File: src/rtl/button_pkg.sv
// Shared definitions for the button conditioner: per-channel debounce FSM
// states and the channel index assignment used on the held bus.
package button_pkg;

  typedef enum logic [1:0] {
    IDLE      = 2'd0,
    PRESS_CHK = 2'd1,
    HELD      = 2'd2,
    REL_CHK   = 2'd3
  } btn_state_e;

  localparam int P1           = 0;
  localparam int P2           = 1;
  localparam int START        = 2;
  localparam int NUM_CHANNELS = 3;

endpackage

File: src/rtl/button_channel.sv
// One debounced pushbutton: polarity normalise, two-flop synchroniser,
// press/release stability FSM with a clear-on-entry counter, registered pulse.
module button_channel
  import button_pkg::*;
#(
  parameter int DEBOUNCE_CYCLES = 500000,
  parameter int ACTIVE_LOW      = 1
) (
  input  logic clk_i,
  input  logic rst_ni,
  input  logic raw_i,
  output logic pulse_o,
  output logic held_o
);

  localparam int CntW = $clog2(DEBOUNCE_CYCLES);
  localparam logic [CntW-1:0] CntMax = CntW'(DEBOUNCE_CYCLES - 1);

  logic            norm;
  logic            sync1_q, sync2_q;
  btn_state_e      state_q, state_d;
  logic [CntW-1:0] cnt_q, cnt_d;
  logic            pulse_q, pulse_d;
  logic            held_q, held_d;

  assign norm = (ACTIVE_LOW != 0) ? ~raw_i : raw_i;

  always_ff @(posedge clk_i or negedge rst_ni) begin
    if (!rst_ni) begin
      sync1_q <= 1'b0;
      sync2_q <= 1'b0;
      state_q <= IDLE;
      cnt_q   <= '0;
      pulse_q <= 1'b0;
      held_q  <= 1'b0;
    end else begin
      sync1_q <= norm;
      sync2_q <= sync1_q;
      state_q <= state_d;
      cnt_q   <= cnt_d;
      pulse_q <= pulse_d;
      held_q  <= held_d;
    end
  end

  // Every state change clears the counter, so it can never wrap.
  always_comb begin
    state_d = state_q;
    cnt_d   = cnt_q;
    pulse_d = 1'b0;
    case (state_q)
      IDLE: begin
        if (sync2_q) begin
          state_d = PRESS_CHK;
          cnt_d   = '0;
        end
      end
      PRESS_CHK: begin
        if (!sync2_q) begin
          state_d = IDLE;
          cnt_d   = '0;
        end else if (cnt_q == CntMax) begin
          state_d = HELD;
          cnt_d   = '0;
          pulse_d = 1'b1;
        end else begin
          cnt_d = cnt_q + 1'b1;
        end
      end
      HELD: begin
        if (!sync2_q) begin
          state_d = REL_CHK;
          cnt_d   = '0;
        end
      end
      REL_CHK: begin
        if (sync2_q) begin
          state_d = HELD;
          cnt_d   = '0;
        end else if (cnt_q == CntMax) begin
          state_d = IDLE;
          cnt_d   = '0;
        end else begin
          cnt_d = cnt_q + 1'b1;
        end
      end
      default: begin
        state_d = IDLE;
        cnt_d   = '0;
      end
    endcase
    held_d = (state_d == HELD) || (state_d == REL_CHK);
  end

  assign pulse_o = pulse_q;
  assign held_o  = held_q;

endmodule

File: src/rtl/button_conditioner.sv
// Three independent debounced buttons (player 1, player 2, start) producing
// one-cycle press pulses and debounced held levels for the game FSM.
module button_conditioner
  import button_pkg::*;
#(
  parameter int DEBOUNCE_CYCLES = 500000,
  parameter int ACTIVE_LOW      = 1
) (
  input  logic       clk,
  input  logic       clr,
  input  logic       p1_raw,
  input  logic       p2_raw,
  input  logic       start_raw,
  output logic       player1,
  output logic       player2,
  output logic       start,
  output logic [2:0] held
);

  logic [NUM_CHANNELS-1:0] rawVec;
  logic [NUM_CHANNELS-1:0] pulseVec;

  assign rawVec[P1]    = p1_raw;
  assign rawVec[P2]    = p2_raw;
  assign rawVec[START] = start_raw;

  for (genvar i = 0; i < NUM_CHANNELS; i++) begin : g_chan
    button_channel #(
      .DEBOUNCE_CYCLES(DEBOUNCE_CYCLES),
      .ACTIVE_LOW     (ACTIVE_LOW)
    ) u_chan (
      .clk_i  (clk),
      .rst_ni (clr),
      .raw_i  (rawVec[i]),
      .pulse_o(pulseVec[i]),
      .held_o (held[i])
    );
  end

  assign player1 = pulseVec[P1];
  assign player2 = pulseVec[P2];
  assign start   = pulseVec[START];

endmodule

File: config.mk
export PLATFORM = sky130hd
export DESIGN_NAME = button_conditioner
export DESIGN_NICKNAME = d
export VERILOG_FILES = /design/src/rtl/button_pkg.sv /design/src/rtl/button_channel.sv /design/src/rtl/button_conditioner.sv
export SDC_FILE = /design/constraint.sdc
export NUM_CORES = 1
export LEC_CHECK = 0
export BUFFER_PORTS_ARGS = -buffer_cell sky130_fd_sc_hd__buf_2
export CAP_MARGIN = 25
export CELL_PAD_IN_SITES_DETAIL_PLACEMENT = 1
export CELL_PAD_IN_SITES_GLOBAL_PLACEMENT = 1
export CORE_ASPECT_RATIO = 0.6
export CORE_MARGIN = 2
export CORE_UTILIZATION = 53
export DETAILED_ROUTE_END_ITERATION = 10
export PLACE_DENSITY = 0.82
export SLEW_MARGIN = 10
export SYNTH_ARGS = -nofsm -noshare
export SYNTH_HDL_FRONTEND = slang
export SYNTH_SLANG_ARGS = --single-unit
File: constraint.sdc
create_clock -name clk -period 3.3 [get_ports clk]
set_input_delay 0.66 -clock clk [delete_from_list [all_inputs] [get_ports clk]]
set_output_delay 0.66 -clock clk [all_outputs]
set_load 0.02 [all_outputs]
# [Yosys cells after proc, flatten, opt, wreduce, memory -nomap -nowiden]
# Cells that the tools add are included.
[totals] mem_bits_rw=0 latch_bits=0 romBits=0 ff_bits=75 memories=0
[classes] eq_ne=24 add_sub_neg=3 shifts=0 div_mod_pow=0 mul=0 order_cmp=0 reduce_logical=9 mux=48 bitwise=3
[op_table] op="19-bit two-way mux" count=15
[op_table] op="19-bit case mux with 4 select lines" count=3
[op_table] op="19-bit by 1-bit adder with 19-bit output, second input constant" count=3
[op_table] op="19-bit == test, second input constant" count=3
[op_table] op="2-bit two-way mux" count=18
[op_table] op="2-bit == test, second input constant" count=12
[op_table] op="2-bit case mux with 4 select lines" count=3
[op_table] op="1-bit two-way mux" count=9
[op_table] op="2-bit by 1-bit == test with 1-bit output, second input constant" count=3
[op_table] op="2-bit logical NOT" count=3
[op_table] op="2-bit by 1-bit != test with 1-bit output, second input constant" count=3
[op_table] op="2-bit != test, second input constant" count=3
[op_table] op="2-bit AND reduction" count=3
[op_table] op="1-bit logical OR" count=3
[op_table] op="1-bit inverter" count=3

# [Depth between registers and ports, before layout]
[depth] word_depth=6 ltp_mapped=8 ltp_nobuf=6

# [Modules after synthesis]
# A second synthesis with hierarchy kept.
[unflattened] hier_cells=462 area_unflattened_um2=4170.2
[by_module_without_submodules] mod="button_channel" n_inst=3 area_per_inst_um2=1390.1 cells_each=154 seq_area_each_um2=625.6

# [Worst setup path after synthesis]
# OpenSTA, ideal clock, no wires.
[synth_timing] path_kind="register to register" from="reg g_chan[1].u_chan.cnt_q[6]" to="reg g_chan[1].u_chan.cnt_q[11]" period_less_slack_ns=1.958 n_path_buf=2 setup_time_ns=0.121 path_stages_with_launch=8 t_required_ns=3.179 t_arrival_ns=1.837 setup_slack_ns=1.342 cell_sequence="dfrtp_1 > buf_6 > or4_4 > nor4_4 > a21oi_2 > buf_6 > a21o_1 > a22o_1"
[synth_between] elab_chain_cells=4 elab_cells_between_ends=6 classes_between="add/sub (1); eq/ne (1); mux (4)"
[synth_rtl] item="start, declared" line_no="button_channel.sv:22" rtl="logic [CntW-1:0] cnt_q, cnt_d;"
[synth_rtl] item="start signal, assigned" line_no="button_channel.sv:40" rtl="cnt_q <= cnt_d;"
[synth_rtl] item="19-bit by 1-bit adder with 19-bit output / 19-bit == test (equally long branches)"
[synth_rtl] item="19-bit two-way mux (*)" line_no="button_channel.sv:62, button_channel.sv:80"
[synth_rtl] item="19-bit two-way mux (on tied branches)" line_no="button_channel.sv:77, button_channel.sv:59"
[synth_rtl] item="19-bit case mux with 4 select lines (*)" line_no="button_channel.sv:51" rtl="case (state_q)"
# Mark *: on every way between the ends. The rest lies on a longest branch, timed or not.
# A chain may end at the register's enable or synchronous reset.

# [Worst setup path after layout]
[layout_timing] from="reg g_chan[1].u_chan.cnt_q[0]" to="reg g_chan[1].u_chan.cnt_q[8]"
# The elaborated chain is that of the path after synthesis.

==> impl_metrics.csv <==
group,metric,value,unit
status,status,"finished clean",
route,viasPerCell,6.49,
logic_synthesis,synth_nets,418,
logic_synthesis,synth_area,3900,sq um
layout,areaGrowthSynthToFinish,11.5,%
die,rows,24,
route,drc_errors,0,
clock_tree,cts_hold_buffers,0,
layout,fill_cells,831,
layout,multi_input_area,1890,sq um
layout,drive_above_1_share,12.4,%
die,fp.dieH,70.5,um
clock_tree,clkSinkCount,75,
clock_tree,cts.path.max_buffers,2,
die,die_w,115,um
grt,grt_pass1_wl,17.5,mm
worst_setup_path,crit_path_max_incr_delay,0.42,ns
worst_setup_path,start_kind,"flip-flop",
clock_tree,htreeDepth,3,
worst_setup_path,reg2reg_setup_slack,0.89,ns
logic_synthesis,synthDistinctLibCells,49,
placement,gp_congestion,0.854,
logic_synthesis,synth_compound_gate_area_share,18.4,%
logic_synthesis,synth_ff_type,"dfrtp_1",
worst_setup_path,critPathSlowestCell,"or4bb_1",
placement,dpl_cell_area,3990,sq um
timing,fin_skew,0.00623,ns
layout,regArea,1880,sq um
logic_synthesis,synth-seq-cells,75,
logic_synthesis,seq_area_frac_synth,48.1,%
worst_setup_path,r2r-end,"g_chan[1].u_chan.cnt_q[8]",
route,drt_wl_total,10.3,mm
placement,dp_slack,0.919,ns
layout,fin_nets,424,
power,cellLeakagePower,1.83,nW
die,core_area,7210,sq um
layout,stdcell_count,512,
logic_synthesis,avgSynthCellArea,9.52,sq um
timing,max_freq,0.415,GHz
worst_setup_path,r2r-start,"g_chan[1].u_chan.cnt_q[0]",
layout,num_antenna_cells,0,
timing,finalSetupTns,0,ns
die,dieArea,8090,sq um
timing,post-route-period-util,73.0,%
worst_setup_path,worstPathRequired,3.53,ns
job,max_cap_viol_count,0,
grt,grtUsageTotal,28.1,%
placement,dpl.cell_count,494,
worst_setup_path,endpoint,"g_chan[1].u_chan.cnt_q[8]",
logic_synthesis,synth-edff-count,0,
layout,final_cell_area,4350,sq um
timing,slew_headroom,37.0,%
worst_setup_path,reg2reg_depth,7,
grt,grt_max_degree,76,
route,routedWlPerCell,20.0,um
timing,hold_viol,0,
layout,layout_common_cells,"dfrtp_1 (75), nand2_1 (50), a31oi_1 (29)",
logic_synthesis,synthMuxAreaShare,3.08,%
route,firstDrtPassIters,4,
die,ios,11,
worst_hold_path,hp-class,"input port to async pin",
placement,dp_hpwl,6.77,mm
worst_setup_path,critical_path.startpoint,"g_chan[1].u_chan.cnt_q[0]",
logic_synthesis,synth_cells,410,
grt,grt_antenna_before_repair,0,
logic_synthesis,synthXorXnorAreaFrac,1.79,%
worst_setup_path,criticalPathCategory,"flip-flop to flip-flop",
clock_tree,cts-resized-gates,0,
clock_tree,cts_tree,"done",
timing,rsz0062_at_grt,"false",
die,start_util,54.2,%
timing,worst_hold_slack,0.175,ns
worst_setup_path,arrival,2.64,ns
route,drtIter0Drc,252,
logic_synthesis,async_flop_share,100,%
clock_tree,clkTransAtPathRegs,0.06,ns
layout,final_common_cell,"dfrtp_1",
clock_tree,numCtsBuffers,9,
power,ir_drop,0.000337,V
timing,slew_viol_final,0,
grt,grt_pass1_vias,3439,
timing,worst_slew_pin_slew,0.941,ns
clock_tree,clock_latency,0.34,ns
clock_tree,cts_root_buf,"clkbuf_16",
worst_setup_path,worstPathCellList,"ha_1, or4bb_1, nor3_1, a21oi_2, buf_4, a21o_1, a22o_1",
logic_synthesis,synthAdderAreaFrac,0.962,%
timing,fin_crit,2.41,ns
power,powerDensity,495,nW/um^2
logic_synthesis,yosysWarnings,0,
route,drt.antenna.violating_nets,0,
placement,portBuffers,10,
grt,overflow,0,
worst_setup_path,end_kind,"flip-flop",
logic_synthesis,synthSimpleGateAreaFrac,24.0,%
clock_tree,cts_post_setup_buffers_inserted,0,
timing,setup_viol,0,
route,vias,3321,
logic_synthesis,synth_top_family_by_area,"simple AND/OR/NAND/NOR gates",
timing,fin_ws,0.890,ns
worst_setup_path,crit_fanout,19,
[how the worst min path moves through the flow]
| stage | from | endpoint | slack, ns | depth (start not counted) |
|---|---|---|---|---|
| after floorplan | g_chan[0].u_chan.sync1_q | g_chan[0].u_chan.sync2_q | 0.33 | 0 |
| after global placement | g_chan[1].u_chan.sync1_q | g_chan[1].u_chan.sync2_q | 0.33 | 0 |
| after detailed placement | g_chan[1].u_chan.sync1_q | g_chan[1].u_chan.sync2_q | 0.35 | 0 |
| after CTS | g_chan[0].u_chan.sync1_q | g_chan[0].u_chan.sync2_q | 0.36 | 0 |
| after global routing | clr | g_chan[1].u_chan.cnt_q[10] | 0.18 | 1 |
| final | clr | g_chan[1].u_chan.cnt_q[8] | 0.18 | 1 |
[through the flow]
stage | power, W | util [%]
after CTS | 0.00216 | 59.8
after global placement | 0.00108 | 55.2
after global routing | 0.00221 | 60.4
final | 0.00215 | 60.4
after floorplan | 0.00104 | -
after detailed placement | 0.00109 | 55.4
[cell usage after synthesis, drive strengths merged, types with 2 or more instances]
master	count	share of area (%)
and2	4	0.64
or3	2	0.32
dfrtp	75	48
mux2	8	2.3
nand2	50	4.8
and4	6	1.3
nand4	15	2.4
inv	10	0.96
nor2	19	1.8
o21ai	19	2.4
ha	3	0.96
nand2b	5	0.80
a21o	7	1.3
a41oi	7	1.6
clkbuf	7	0.67
mux2i	3	0.77
a22o	10	2.2
nor3	10	1.4
a21oi	31	4.2
buf	12	2.0
nor3b	4	0.77
nand3	25	3.2
o211ai	3	0.58
or2	5	0.80
nor4b	2	0.45
a31oi	29	4.6
a32oi	2	0.45
or4	2	0.48
or4b	4	1.0
xor2	4	0.90
and3	8	1.3
xnor2	4	0.90
nor4	8	2.0
[cells by family (layout without fill, tap and decap cells)]
logic type,count (synthesis),after routing
compound gates,113,113
flops,75,75
buf+inv,29,40
fa+ha+maj,3,3
mux,11,11
simple gates,171,171
xor+xnor,8,8
[critical path, delay by kind of cell, from the launching register on]
kind / cells / cell delay [ns]
adders and majority gates: 1 / 0.26
DFF: 1 / 0.41
buffers and inverters: 1 / 0.27
AOI/OAI and AO/OA: 3 / 0.68
and+or+nand+nor: 2 / 0.67
[report_power, final]
group          switching, W  internal, W  total [W]
Sequential        0.0000285     0.000939   0.000968
Clock              0.000411     0.000664    0.00107
Combinational     0.0000747    0.0000368   0.000112
Total              0.000514      0.00164    0.00215
[registers in the layout, summed over array words and instances (netlist names)]
| register | count |
|---|---|
| g_chan.u_chan.cnt_q | 57 |
| g_chan.u_chan.sync2_q | 3 |
| g_chan.u_chan.sync1_q | 3 |
| g_chan.u_chan.pulse_o | 3 |
| g_chan.u_chan.held_o | 3 |
| g_chan.u_chan.state_q | 6 |
[cell type report]
class / count / share of cell area (%)
timing repair buffer: 14 / 2.70
tap: 91 / 2.62
sequential: 75 / 43.1
inverter: 10 / 0.862
clock inverter: 6 / 2.07
multi-input combinational: 306 / 43.4
clock buffer: 10 / 5.26
[per-layer routing]
metal | GRT usage [%] | up-vias | share of wire [%]
met5 | 0 | - | 0
met2 | 43.5 | 80 | 47
met1 | 39.7 | 1672 | 48
li1 | - | 1556 | -
met3 | 5.82 | 13 | 4.6
met4 | 9.37 | 0 | 1.2
Power figures use the tool's default switching activity.
